### config.mk
export PLATFORM = sky130hd
export DESIGN_NAME = fetch_unit_flat
export DESIGN_NICKNAME = d
export VERILOG_FILES = /design/src/rtl/cpu_pkg.sv /design/src/rtl/fetch_unit_if.sv /design/src/rtl/fetch_unit_fifo.sv /design/src/rtl/fetch_unit.sv /design/src/flat_wrapper.sv
export SDC_FILE = /design/constraint.sdc
export NUM_CORES = 1
export LEC_CHECK = 0
export CAP_MARGIN = 5
export CELL_PAD_IN_SITES_DETAIL_PLACEMENT = 1
export CELL_PAD_IN_SITES_GLOBAL_PLACEMENT = 1
export CORE_ASPECT_RATIO = 0.5
export CORE_UTILIZATION = 38
export DETAILED_ROUTE_END_ITERATION = 16
export PLACE_DENSITY = 0.65
export SLEW_MARGIN = 10
export SYNTH_ARGS = -nofsm -noshare
export SYNTH_HDL_FRONTEND = slang
export SYNTH_HIERARCHICAL = 1
export SYNTH_SLANG_ARGS = --single-unit
### constraint.sdc
create_clock -name clk -period 5.55 [get_ports clk]
set_clock_uncertainty 0.1 [all_clocks]
set_input_delay 0.555 -clock clk [delete_from_list [all_inputs] [get_ports clk]]
set_output_delay 0.555 -clock clk [all_outputs]
set_load 0.02 [all_outputs]
### src/rtl/cpu_pkg.sv
// Shared types and constants for the fetch stage of the single-cycle core.
package cpu_pkg;

  localparam int          XLEN             = 32;
  localparam logic [31:0] RESET_PC_DEFAULT = 32'h0040_0000;

  // One prefetch buffer entry: the fetched word and the address it came from.
  typedef struct packed {
    logic [31:0] pc;
    logic [31:0] instr;
  } fetch_entry_t;

endpackage

### src/rtl/fetch_unit_if.sv
// Bus bundle between the fetch stage, instruction memory, the core and the
// redirect source. The master side is the fetch unit itself.
interface fetch_unit_if;

  logic                     mem_req_valid;
  logic                     mem_req_ready;
  logic [cpu_pkg::XLEN-1:0] mem_req_addr;
  logic                     mem_rsp_valid;
  logic [cpu_pkg::XLEN-1:0] mem_rsp_data;
  logic                     instr_valid;
  logic                     instr_ready;
  logic [cpu_pkg::XLEN-1:0] instr;
  logic [cpu_pkg::XLEN-1:0] instr_pc;
  logic                     redirect_valid;
  logic [cpu_pkg::XLEN-1:0] redirect_pc;
  logic                     err_rsp;

  modport master (
    output mem_req_valid, mem_req_addr, instr_valid, instr, instr_pc, err_rsp,
    input  mem_req_ready, mem_rsp_valid, mem_rsp_data, instr_ready,
           redirect_valid, redirect_pc
  );

  modport slave (
    input  mem_req_valid, mem_req_addr, instr_valid, instr, instr_pc, err_rsp,
    output mem_req_ready, mem_rsp_valid, mem_rsp_data, instr_ready,
           redirect_valid, redirect_pc
  );

endinterface

### src/rtl/fetch_unit_fifo.sv
// Prefetch buffer holding fetched words with their PCs. Pointers carry an
// extra wrap bit so count distinguishes full from empty. Flush wins over
// push and pop; the fetch unit's credit scheme guarantees push never
// lands on a full buffer.
module fetch_fifo
  import cpu_pkg::*;
#(
  parameter int DEPTH = 4,
  localparam int AW = $clog2(DEPTH)
) (
  input  logic         clk,
  input  logic         rst,
  input  logic         push,
  input  logic         pop,
  input  logic         flush,
  input  fetch_entry_t din,
  output fetch_entry_t dout,
  output logic [AW:0]  count,
  output logic         empty
);

  fetch_entry_t mem_q [DEPTH];
  logic [AW:0]  wr_ptr_q;
  logic [AW:0]  rd_ptr_q;

  assign count = wr_ptr_q - rd_ptr_q;
  assign empty = (count == '0);
  assign dout  = mem_q[rd_ptr_q[AW-1:0]];

  // Pointer update: flush resets both, otherwise advance on push / legal pop.
  always_ff @(posedge clk or posedge rst) begin
    if (rst) begin
      wr_ptr_q <= '0;
      rd_ptr_q <= '0;
    end else if (flush) begin
      wr_ptr_q <= '0;
      rd_ptr_q <= '0;
    end else begin
      if (push)           wr_ptr_q <= wr_ptr_q + 1'b1;
      if (pop && !empty)  rd_ptr_q <= rd_ptr_q + 1'b1;
    end
  end

  // Storage write; contents need no reset because empty masks them.
  always_ff @(posedge clk) begin
    if (push && !flush) mem_q[wr_ptr_q[AW-1:0]] <= din;
  end

endmodule

### src/rtl/fetch_unit.sv
// Instruction fetch stage: issues sequential word fetches to a variable
// latency memory, buffers returned words with their PCs and hands them to
// the core. A redirect restarts fetch and discards every response still in
// flight by counting them into drop_cnt.
module fetch_unit
  import cpu_pkg::*;
#(
  parameter int              DEPTH    = 4,
  parameter logic [XLEN-1:0] RESET_PC = RESET_PC_DEFAULT
) (
  input  logic         clk,
  input  logic         rst,
  fetch_unit_if.master bus
);

  localparam int CW = $clog2(DEPTH) + 1;

  logic [XLEN-1:0] fetch_pc_q, fetch_pc_d;
  logic [XLEN-1:0] rsp_pc_q, rsp_pc_d;
  logic [CW-1:0]   outstanding_q, outstanding_d;
  logic [CW-1:0]   drop_cnt_q, drop_cnt_d;
  logic            err_rsp_q, err_rsp_d;

  logic [CW-1:0]   fifo_count;
  logic            fifo_empty;
  fetch_entry_t    fifo_din;
  fetch_entry_t    fifo_dout;
  logic            fifo_push;
  logic            fifo_pop;

  logic [CW:0]     credit_used;
  logic            req_valid;
  logic            req_xfer;
  logic            rsp_ok;

  // Handshake decode: request credit, which responses count, push/pop.
  always_comb begin
    credit_used = {1'b0, outstanding_q} + {1'b0, fifo_count};
    req_valid   = !rst && !bus.redirect_valid && (credit_used < (CW+1)'(DEPTH));
    req_xfer    = req_valid && bus.mem_req_ready;
    rsp_ok      = bus.mem_rsp_valid && (outstanding_q != '0);
    fifo_push   = rsp_ok && (drop_cnt_q == '0) && !bus.redirect_valid;
    fifo_pop    = !fifo_empty && bus.instr_ready && !bus.redirect_valid;
    fifo_din    = '{pc: rsp_pc_q, instr: bus.mem_rsp_data};
  end

  // Next-state for PCs and counters; redirect overrides the PC/drop updates.
  always_comb begin
    fetch_pc_d    = fetch_pc_q;
    rsp_pc_d      = rsp_pc_q;
    drop_cnt_d    = drop_cnt_q;
    outstanding_d = outstanding_q + CW'(req_xfer) - CW'(rsp_ok);
    err_rsp_d     = err_rsp_q | (bus.mem_rsp_valid && (outstanding_q == '0));
    if (bus.redirect_valid) begin
      fetch_pc_d = {bus.redirect_pc[XLEN-1:2], 2'b00};
      rsp_pc_d   = {bus.redirect_pc[XLEN-1:2], 2'b00};
      drop_cnt_d = outstanding_q - CW'(rsp_ok);
    end else begin
      if (req_xfer) fetch_pc_d = fetch_pc_q + 32'd4;
      if (rsp_ok) begin
        if (drop_cnt_q != '0) drop_cnt_d = drop_cnt_q - 1'b1;
        else                  rsp_pc_d   = rsp_pc_q + 32'd4;
      end
    end
  end

  // State registers.
  always_ff @(posedge clk or posedge rst) begin
    if (rst) begin
      fetch_pc_q    <= RESET_PC;
      rsp_pc_q      <= RESET_PC;
      outstanding_q <= '0;
      drop_cnt_q    <= '0;
      err_rsp_q     <= 1'b0;
    end else begin
      fetch_pc_q    <= fetch_pc_d;
      rsp_pc_q      <= rsp_pc_d;
      outstanding_q <= outstanding_d;
      drop_cnt_q    <= drop_cnt_d;
      err_rsp_q     <= err_rsp_d;
    end
  end

  fetch_fifo #(.DEPTH(DEPTH)) u_fifo (
    .clk   (clk),
    .rst   (rst),
    .push  (fifo_push),
    .pop   (fifo_pop),
    .flush (bus.redirect_valid),
    .din   (fifo_din),
    .dout  (fifo_dout),
    .count (fifo_count),
    .empty (fifo_empty)
  );

  assign bus.mem_req_valid = req_valid;
  assign bus.mem_req_addr  = fetch_pc_q;
  assign bus.instr_valid   = !fifo_empty;
  assign bus.instr         = fifo_empty ? '0 : fifo_dout.instr;
  assign bus.instr_pc      = fifo_empty ? '0 : fifo_dout.pc;
  assign bus.err_rsp       = err_rsp_q;

endmodule

### src/flat_wrapper.sv
// flat-port wrapper written by rule: the top's interface ports become plain ports
module fetch_unit_flat import cpu_pkg::*;
#(
  parameter int              DEPTH    = 4,
  parameter logic [XLEN-1:0] RESET_PC = RESET_PC_DEFAULT
)
  (clk, rst, bus_mem_req_valid, bus_mem_req_addr, bus_instr_valid, bus_instr, bus_instr_pc, bus_err_rsp, bus_mem_req_ready, bus_mem_rsp_valid, bus_mem_rsp_data, bus_instr_ready, bus_redirect_valid, bus_redirect_pc);
  fetch_unit_if bus_i ();
  input  logic clk;
  input  logic rst;
  output wire logic [$bits(bus_i.mem_req_valid)-1:0] bus_mem_req_valid;
  output wire logic [$bits(bus_i.mem_req_addr)-1:0] bus_mem_req_addr;
  output wire logic [$bits(bus_i.instr_valid)-1:0] bus_instr_valid;
  output wire logic [$bits(bus_i.instr)-1:0] bus_instr;
  output wire logic [$bits(bus_i.instr_pc)-1:0] bus_instr_pc;
  output wire logic [$bits(bus_i.err_rsp)-1:0] bus_err_rsp;
  input wire logic [$bits(bus_i.mem_req_ready)-1:0] bus_mem_req_ready;
  input wire logic [$bits(bus_i.mem_rsp_valid)-1:0] bus_mem_rsp_valid;
  input wire logic [$bits(bus_i.mem_rsp_data)-1:0] bus_mem_rsp_data;
  input wire logic [$bits(bus_i.instr_ready)-1:0] bus_instr_ready;
  input wire logic [$bits(bus_i.redirect_valid)-1:0] bus_redirect_valid;
  input wire logic [$bits(bus_i.redirect_pc)-1:0] bus_redirect_pc;
  assign bus_mem_req_valid = bus_i.mem_req_valid;
  assign bus_mem_req_addr = bus_i.mem_req_addr;
  assign bus_instr_valid = bus_i.instr_valid;
  assign bus_instr = bus_i.instr;
  assign bus_instr_pc = bus_i.instr_pc;
  assign bus_err_rsp = bus_i.err_rsp;
  assign bus_i.mem_req_ready = bus_mem_req_ready;
  assign bus_i.mem_rsp_valid = bus_mem_rsp_valid;
  assign bus_i.mem_rsp_data = bus_mem_rsp_data;
  assign bus_i.instr_ready = bus_instr_ready;
  assign bus_i.redirect_valid = bus_redirect_valid;
  assign bus_i.redirect_pc = bus_redirect_pc;
  fetch_unit #(.DEPTH(DEPTH), .RESET_PC(RESET_PC)) u_core (.clk(clk), .rst(rst), .bus(bus_i));
endmodule
* Word-level counts from Yosys, hierarchy flattened
Memories as Yosys holds them, arrays and structs flattened. Cells that the tools add are included.
Storage, ports and cells: bits in registers 77, memory bits (writable) 256, output and inout port bits 99, word-level logic and storage cells 63, memories kept 1
Memory list:
- u_core.u_fifo.mem_q | depth 4, width 64, read ports 1, clocked after Yosys merged registers in 0, wr ports 1, RTL line fetch_unit_fifo.sv:22 | fetch_entry_t mem_q [DEPTH];
Cells by class: add/sub/neg operators 10, order comparisons 1, equal/unequal tests 1, multiplexer cells 16, bitwise gates (word level) 1, reduce and logical (&&, ||, !) cells 26
Operators by type and width (count):
- $mux W32 | 7
- $add A32 B3 Y32 const B | 2
- $mux W3 | 7
- $logic_and A1 B1 Y1 | 11
- $reduce_bool A2 Y1 | 5
- $logic_not A3 Y1 | 3
- $add A3 B1 Y3 const B | 2
- $reduce_bool A3 Y1 | 2
- $sub A3 B1 Y3 | 2
- $add A3 B3 Y4 | 1
- $lt A4 B3 Y1 const B | 1
- $reduce_and A2 Y1 | 2
- $add A3 B1 Y3 | 1
- $logic_not A1 Y1 | 3
- $sub A3 B1 Y3 const B | 1
- $sub A3 B3 Y3 | 1
- $mux W1 | 2
- $ne A2 B2 Y1 const B | 1
- $or A1 B1 Y1 | 1

* Logic depth before layout (Yosys ltp)
depth after elaboration 8, depth in mapped cells 17, mapped depth without buffers 15

* By module
The synthesis kept the hierarchy.
By module, submodules not included:
- fetch_fifo | instances 1, cells each 381, area an instance 9666.8 sq um, sequential area each 7837.5 sq um
- fetch_unit | instances 1, cells each 482, area an instance 4274.1 sq um, sequential area each 1679.1 sq um

* Worst setup path before layout
OpenSTA, ideal clock, no wires.
kind register -> register, from reg u_core.u_fifo.wr_ptr_q[0], to reg u_core.outstanding_q[2], library setup time 0.125 ns, arrival 3.913 ns, data required time 5.325 ns, setup slack 1.412 ns, stages on the path, launching flop included 18, buffers on the path 2, clock period less this slack 4.138 ns, cell sequence dfrtp_1 -> inv_1 -> ha_1 -> fa_1 -> xor3_1 -> ha_1 -> or4_4 -> nor4b_4 -> inv_2 -> buf_6 -> buf_2 -> ha_1 -> inv_1 -> ha_1 -> inv_1 -> fa_1 -> xnor2_1 -> xnor2_1
Between the ends: cells in the longest elaborated chain, start to end 7
RTL lines:
- start, declared | RTL line fetch_unit_fifo.sv:23 | logic [AW:0] wr_ptr_q;
- start signal, assigned | RTL line fetch_unit_fifo.sv:39 | if (push) wr_ptr_q <= wr_ptr_q + 1'b1;
- $sub A3 B3 Y3 | RTL line fetch_unit_fifo.sv:26 | assign count = wr_ptr_q - rd_ptr_q;
- named net u_core.fifo_count[2] | RTL line fetch_unit.sv:24 | logic [CW-1:0] fifo_count;
- $add A3 B3 Y4 | RTL line fetch_unit.sv:38 | credit_used = {1'b0, outstanding_q} + {1'b0, fifo_count};
- $lt A4 B3 Y1 | RTL line fetch_unit.sv:39 | req_valid = !rst && !bus.redirect_valid && (credit_used < (CW+1)'(DEPTH));
- $logic_and A1 B1 Y1 | RTL line fetch_unit.sv:39
- $logic_and A1 B1 Y1 | RTL line fetch_unit.sv:40 | req_xfer = req_valid && bus.mem_req_ready;
- $add A3 B1 Y3 | RTL line fetch_unit.sv:52 | outstanding_d = outstanding_q + CW'(req_xfer) - CW'(rsp_ok);
- $sub A3 B1 Y3 | RTL line fetch_unit.sv:52
- named net u_core.outstanding_d[2] | RTL line fetch_unit.sv:20 | logic [CW-1:0] outstanding_q, outstanding_d;
- end signal, assigned | RTL line fetch_unit.sv:78 | outstanding_q <= outstanding_d;
- end, declared | RTL line fetch_unit.sv:20
The timed path passes the listed nets, and every way through them passes these cells. A chain may end at the register's enable or synchronous reset.

* Worst setup path after layout
from reg u_core.u_fifo.rd_ptr_q[0], to out bus_mem_req_valid
Between the ends: cells in the longest elaborated chain, start to end 4
RTL lines:
- start, declared | RTL line fetch_unit_fifo.sv:24 | logic [AW:0] rd_ptr_q;
- start signal, assigned | RTL line fetch_unit_fifo.sv:40 | if (pop && !empty) rd_ptr_q <= rd_ptr_q + 1'b1;
- $sub A3 B3 Y3 | RTL line fetch_unit_fifo.sv:26
- named net u_core.fifo_count[2] | RTL line fetch_unit.sv:24
- $add A3 B3 Y4 | RTL line fetch_unit.sv:38
- $lt A4 B3 Y1 | RTL line fetch_unit.sv:39
- $logic_and A1 B1 Y1 | RTL line fetch_unit.sv:39
- end, declared | RTL line flat_wrapper.sv:11 | output wire logic [$bits(bus_i.mem_req_valid)-1:0] bus_mem_req_valid;
The timed path passes the listed nets, and every way through them passes these cells.

==> out/results.txt <==
The area enclosed by the die boundary is 37500 sq um, and the setup-violating endpoint count in the final report is 0. After synthesis the netlist holds a flip-flop and latch count of 329. The final critical-path required period is 4.56 ns.

The initialized floorplan defines 49 standard-cell rows. At the worst endpoint, the arrival time is 3.91 ns. The worst hold slack after final layout is 0.242 ns. The tree is rooted in a sky130_fd_sc_hd__clkbuf_16. Once layout is complete, the utilization of the core stands at 47.4%. The clock-pin slew of the registers on the worst-case setup and hold paths was 0.06 ns; the max-capacitance violation count was 0. After detailed routing, the number of vias per cell comes to 5.16.

The post-synthesis share of cell area spent on and, or, nand and nor gates was 10.1%. The cell area that synthesis handed to floorplanning was 13900 sq um. The leakage power summed over all cells came out at 0.00560 uW. In this run the critical register-to-register path is captured at u_core/outstanding_q[2]. For this run, the top clock speed supported by timing is 219 MHz.

The routed layout has 7976 vias. Synthesized-area fraction occupied by adder cells: 1.72%. For this run, the detailed router's first-pass iteration total came to 6. The tools report the H-tree depth as 1. VDD sags by at most 266 uV.

STA classifies the critical path startpoint as a register. Following the worst setup path forward leads to its endpoint at bus_mem_req_valid. The logs give 1.09 ns for the register-to-register setup slack and 38.7% for the initial standard-cell utilization of the core. The async set or reset register ratio after synthesis is 22.2%.

Among all flip-flop cells after synthesis, the most frequent one is sky130_fd_sc_hd__edfxtp_1. Tracing the worst setup path back leads to its startpoint at u_core/u_fifo/rd_ptr_q[0]. The flow ran to the end, and the final reports show no timing, DRC or antenna violations.

In this run, the number of DRC markers left after iteration 0 of detailed routing was 522. Buffers inserted to repair hold after CTS numbered 0. In the layout the commonest cells are 256 x sky130_fd_sc_hd__edfxtp_1, 163 x sky130_fd_sc_hd__clkdlybuf4s50_1, 69 x sky130_fd_sc_hd__dfrtp_1, 66 x sky130_fd_sc_hd__nor2b_1, 64 x sky130_fd_sc_hd__mux4_2. The setup path with the least slack is of type register to primary output. Along the worst path, the maximum fanout reaches 22. The count of buffers added on input and output ports is 164. Summed over all layers, the routed wires come to 32.3 mm.

Setup repair after global routing left no endpoint under its margin. Detailed placement finished with a half-perimeter wire length of 19.8 mm. The startpoint of the worst register-to-register path is u_core/u_fifo/rd_ptr_q[0].

The worst path uses 82.2% of the clock period. The combined global-route utilization of all metal layers is 17.2%. The number of placed I/O pins was 169; the ratio of cells with drive above 1 in the final layout was 14.0%. Dividing the detail-routed wire length by the instance count gives 20.9 um. Signal routing reaches up to met4.

The fill cell total of the finished layout was 3542. Once placement finished, the instance area stood at 16100 sq um. The buffer depth of the longest clock path is 3, and the register area share after synthesis is 68.3%. The logs give 8578 for the number of global-route vias before repair and 887 um for the routed length on met3. The most common cell after layout, fill and taps aside was sky130_fd_sc_hd__edfxtp_1. The fraction of synthesized cell area in xor and xnor cells came out at 2.75%. After synthesis, the mean cell area works out to 16.2 sq um. Initial antenna violation count: 0. In the final routing, the length of wire on met1 measures 14.9 mm. Counting every instance in the synthesized netlist gives 863.

Routability-driven placement finished with a final weighted congestion of 0.799. The tightest min-delay check is of the input pin to async pin type. The number of antenna-violating nets in the routed design is 0, and the critical path data required time is 4.89 ns. For the unique cell type count in the Yosys netlist, the log shows 51. The horizontal die dimension is 273 um. The number of hold violations in the final report is 0. Global routing finished with a remaining overflow of 0. Once routing completed, OpenROAD measured the worst setup slack at 0.988 ns. The worst reg-to-reg path cell count was 14; the worst setup slack after placement was 1.07 ns.

The worst setup path is captured at a primary output. Post-CTS repair changed the size of 0 cells. The number of sinks on the clock net is 329, and the slew at the pin with the worst max-slew slack is 1.08 ns. The number of synthesized flops with an enable pin works out to 256. Dominant combinational cell family by area after synthesis: multiplexers.

Buffers added to address setup during post-CTS repair amount to 0. In the detailed route, the total length drawn on met2 is 16.1 mm. The final-report max-slew violation count is 0. After synthesis, the share of cell area in mux cells is 11.4%.

For this design the ratio of total power to cell area is 349 nW/um^2. The signed area change from the synthesized netlist to the final layout is 22.5%. Adding up every negative setup slack in the final design gives 0 ns. The core region is 36000 sq um. The post-detailed-route DRC marker count was 0; the first-pass GRT wire length was 49.2 mm. Clock latency on the worst-skew pair, taken at its later pin, is 0.55 ns. Headroom to the max-slew limit came out at 27.9%. The die height is 137 um. The finished cells cover 17100 sq um. The largest net degree at the start of global routing was 67; the number of nets in the finished design was 1125. TritonCTS built the clock tree.

During synthesis, Yosys emitted a total of 6 warnings. The synthesized-area fraction occupied by ao, oa, aoi and oai cells works out to 3.70%. The number of antenna repair diodes is 0.

Number of buffers added by the clock tree synthesis step: 30.
-- worst min path at each step --
stage	startpoint	to	depth (start not counted)
after global placement	u_core/bus.err_rsp	u_core/bus.err_rsp	1
after detailed placement	u_core/bus.err_rsp	u_core/bus.err_rsp	1
after global routing	rst	u_core/u_fifo/rd_ptr_q[1]	2
after CTS	rst	u_core/u_fifo/rd_ptr_q[0]	2
after floorplan	rst	u_core/u_fifo/rd_ptr_q[0]	1
final	rst	u_core/u_fifo/rd_ptr_q[1]	2
-- worst max-delay path: stages, from the launching register on --
cell                              delay (ns)
sky130_fd_sc_hd__dfrtp_4                0.65
sky130_fd_sc_hd__ha_1                   0.27
sky130_fd_sc_hd__fa_1                   0.38
sky130_fd_sc_hd__xor3_1                 0.34
sky130_fd_sc_hd__ha_1                   0.28
sky130_fd_sc_hd__or4_4                  0.50
sky130_fd_sc_hd__nor3_1                 0.27
sky130_fd_sc_hd__clkdlybuf4s50_1        0.65
-- state kept, by name (all words and copies together) (netlist names) --
name and flops:
u_core/rsp_pc_q 30, u_core/u_fifo/mem_q 256, u_core/bus.mem_req_addr 30, u_core/outstanding_q 3, u_core/bus.err_rsp 1, u_core/drop_cnt_q 3
u_core/u_fifo/wr_ptr_q 3, u_core/u_fifo/rd_ptr_q 3
-- stage by stage --
stage / cells / power (uW)
2_1_floorplan: 872 / 3490
3_3_place_gp: 1489 / 3970
3_5_place_dp: 1489 / 4000
4_1_cts: 1545 / 6040
5_1_grt: 1545 / 6210
6_report: 1545 / 5960
-- power by group --
part | leakage [uW] | internal (uW) | switching (uW)
Combinational | 0.00197 | 454 | 552
Sequential | 0.00318 | 2780 | 143
Clock | 0.000459 | 1130 | 904
Total | 0.00560 | 4360 | 1600
-- kinds of logic (layout without fill, tap and decap cells) --
group,Yosys count,count (layout)
adder cells (fa/ha/maj),18,18
buffers and inverters,62,251
XOR/XNOR,42,42
other,1,10
AO/OA/AOI/OAI,81,81
AND/OR/NAND/NOR,253,253
multiplexers,77,77
flip-flops,329,329
-- area by class of cell --
| cell class | count | area (sq um) | area share, % |
|---|---|---|---|
| Clock buffer | 37 | 808 | 4.73 |
| Clock inverter | 19 | 159 | 0.930 |
| Inverter | 23 | 86.3 | 0.505 |
| Multi-Input combinational cell | 481 | 4200 | 24.6 |
| Sequential cell | 329 | 9520 | 55.8 |
| Tap cell | 484 | 606 | 3.55 |
| Timing Repair Buffer | 172 | 1700 | 9.93 |
-- routing by layer --
layer | up-vias | global-route usage, %
li1 | 3667 | -
met1 | 4192 | 23.4
met2 | 92 | 29.7
met3 | 25 | 2.77
met4 | 0 | 2.81
met5 | - | 0
-- synthesized netlist by cell type (8+ instances only) --
library cell | number | area (sq um)
sky130_fd_sc_hd__o311ai_0 | 9 | 78.8
sky130_fd_sc_hd__inv_1 | 21 | 78.8
sky130_fd_sc_hd__nor3_1 | 13 | 65.1
sky130_fd_sc_hd__o21ai_0 | 35 | 175
sky130_fd_sc_hd__nand3_1 | 33 | 165
sky130_fd_sc_hd__edfxtp_1 | 256 | 7690
sky130_fd_sc_hd__nor2b_1 | 66 | 413
sky130_fd_sc_hd__a21oi_1 | 8 | 40.0
sky130_fd_sc_hd__nor2_1 | 22 | 82.6
sky130_fd_sc_hd__dfrtp_1 | 71 | 1780
sky130_fd_sc_hd__nand2_1 | 50 | 188
sky130_fd_sc_hd__and3_1 | 10 | 62.6
sky130_fd_sc_hd__xnor2_1 | 16 | 140
sky130_fd_sc_hd__ha_1 | 16 | 200
sky130_fd_sc_hd__o211ai_1 | 16 | 120
sky130_fd_sc_hd__mux2_2 | 9 | 101
sky130_fd_sc_hd__clkbuf_1 | 23 | 86.3
sky130_fd_sc_hd__nand4_1 | 26 | 163
sky130_fd_sc_hd__xor2_1 | 25 | 219
sky130_fd_sc_hd__mux4_2 | 64 | 1440
(Power assumes the default switching activity.)
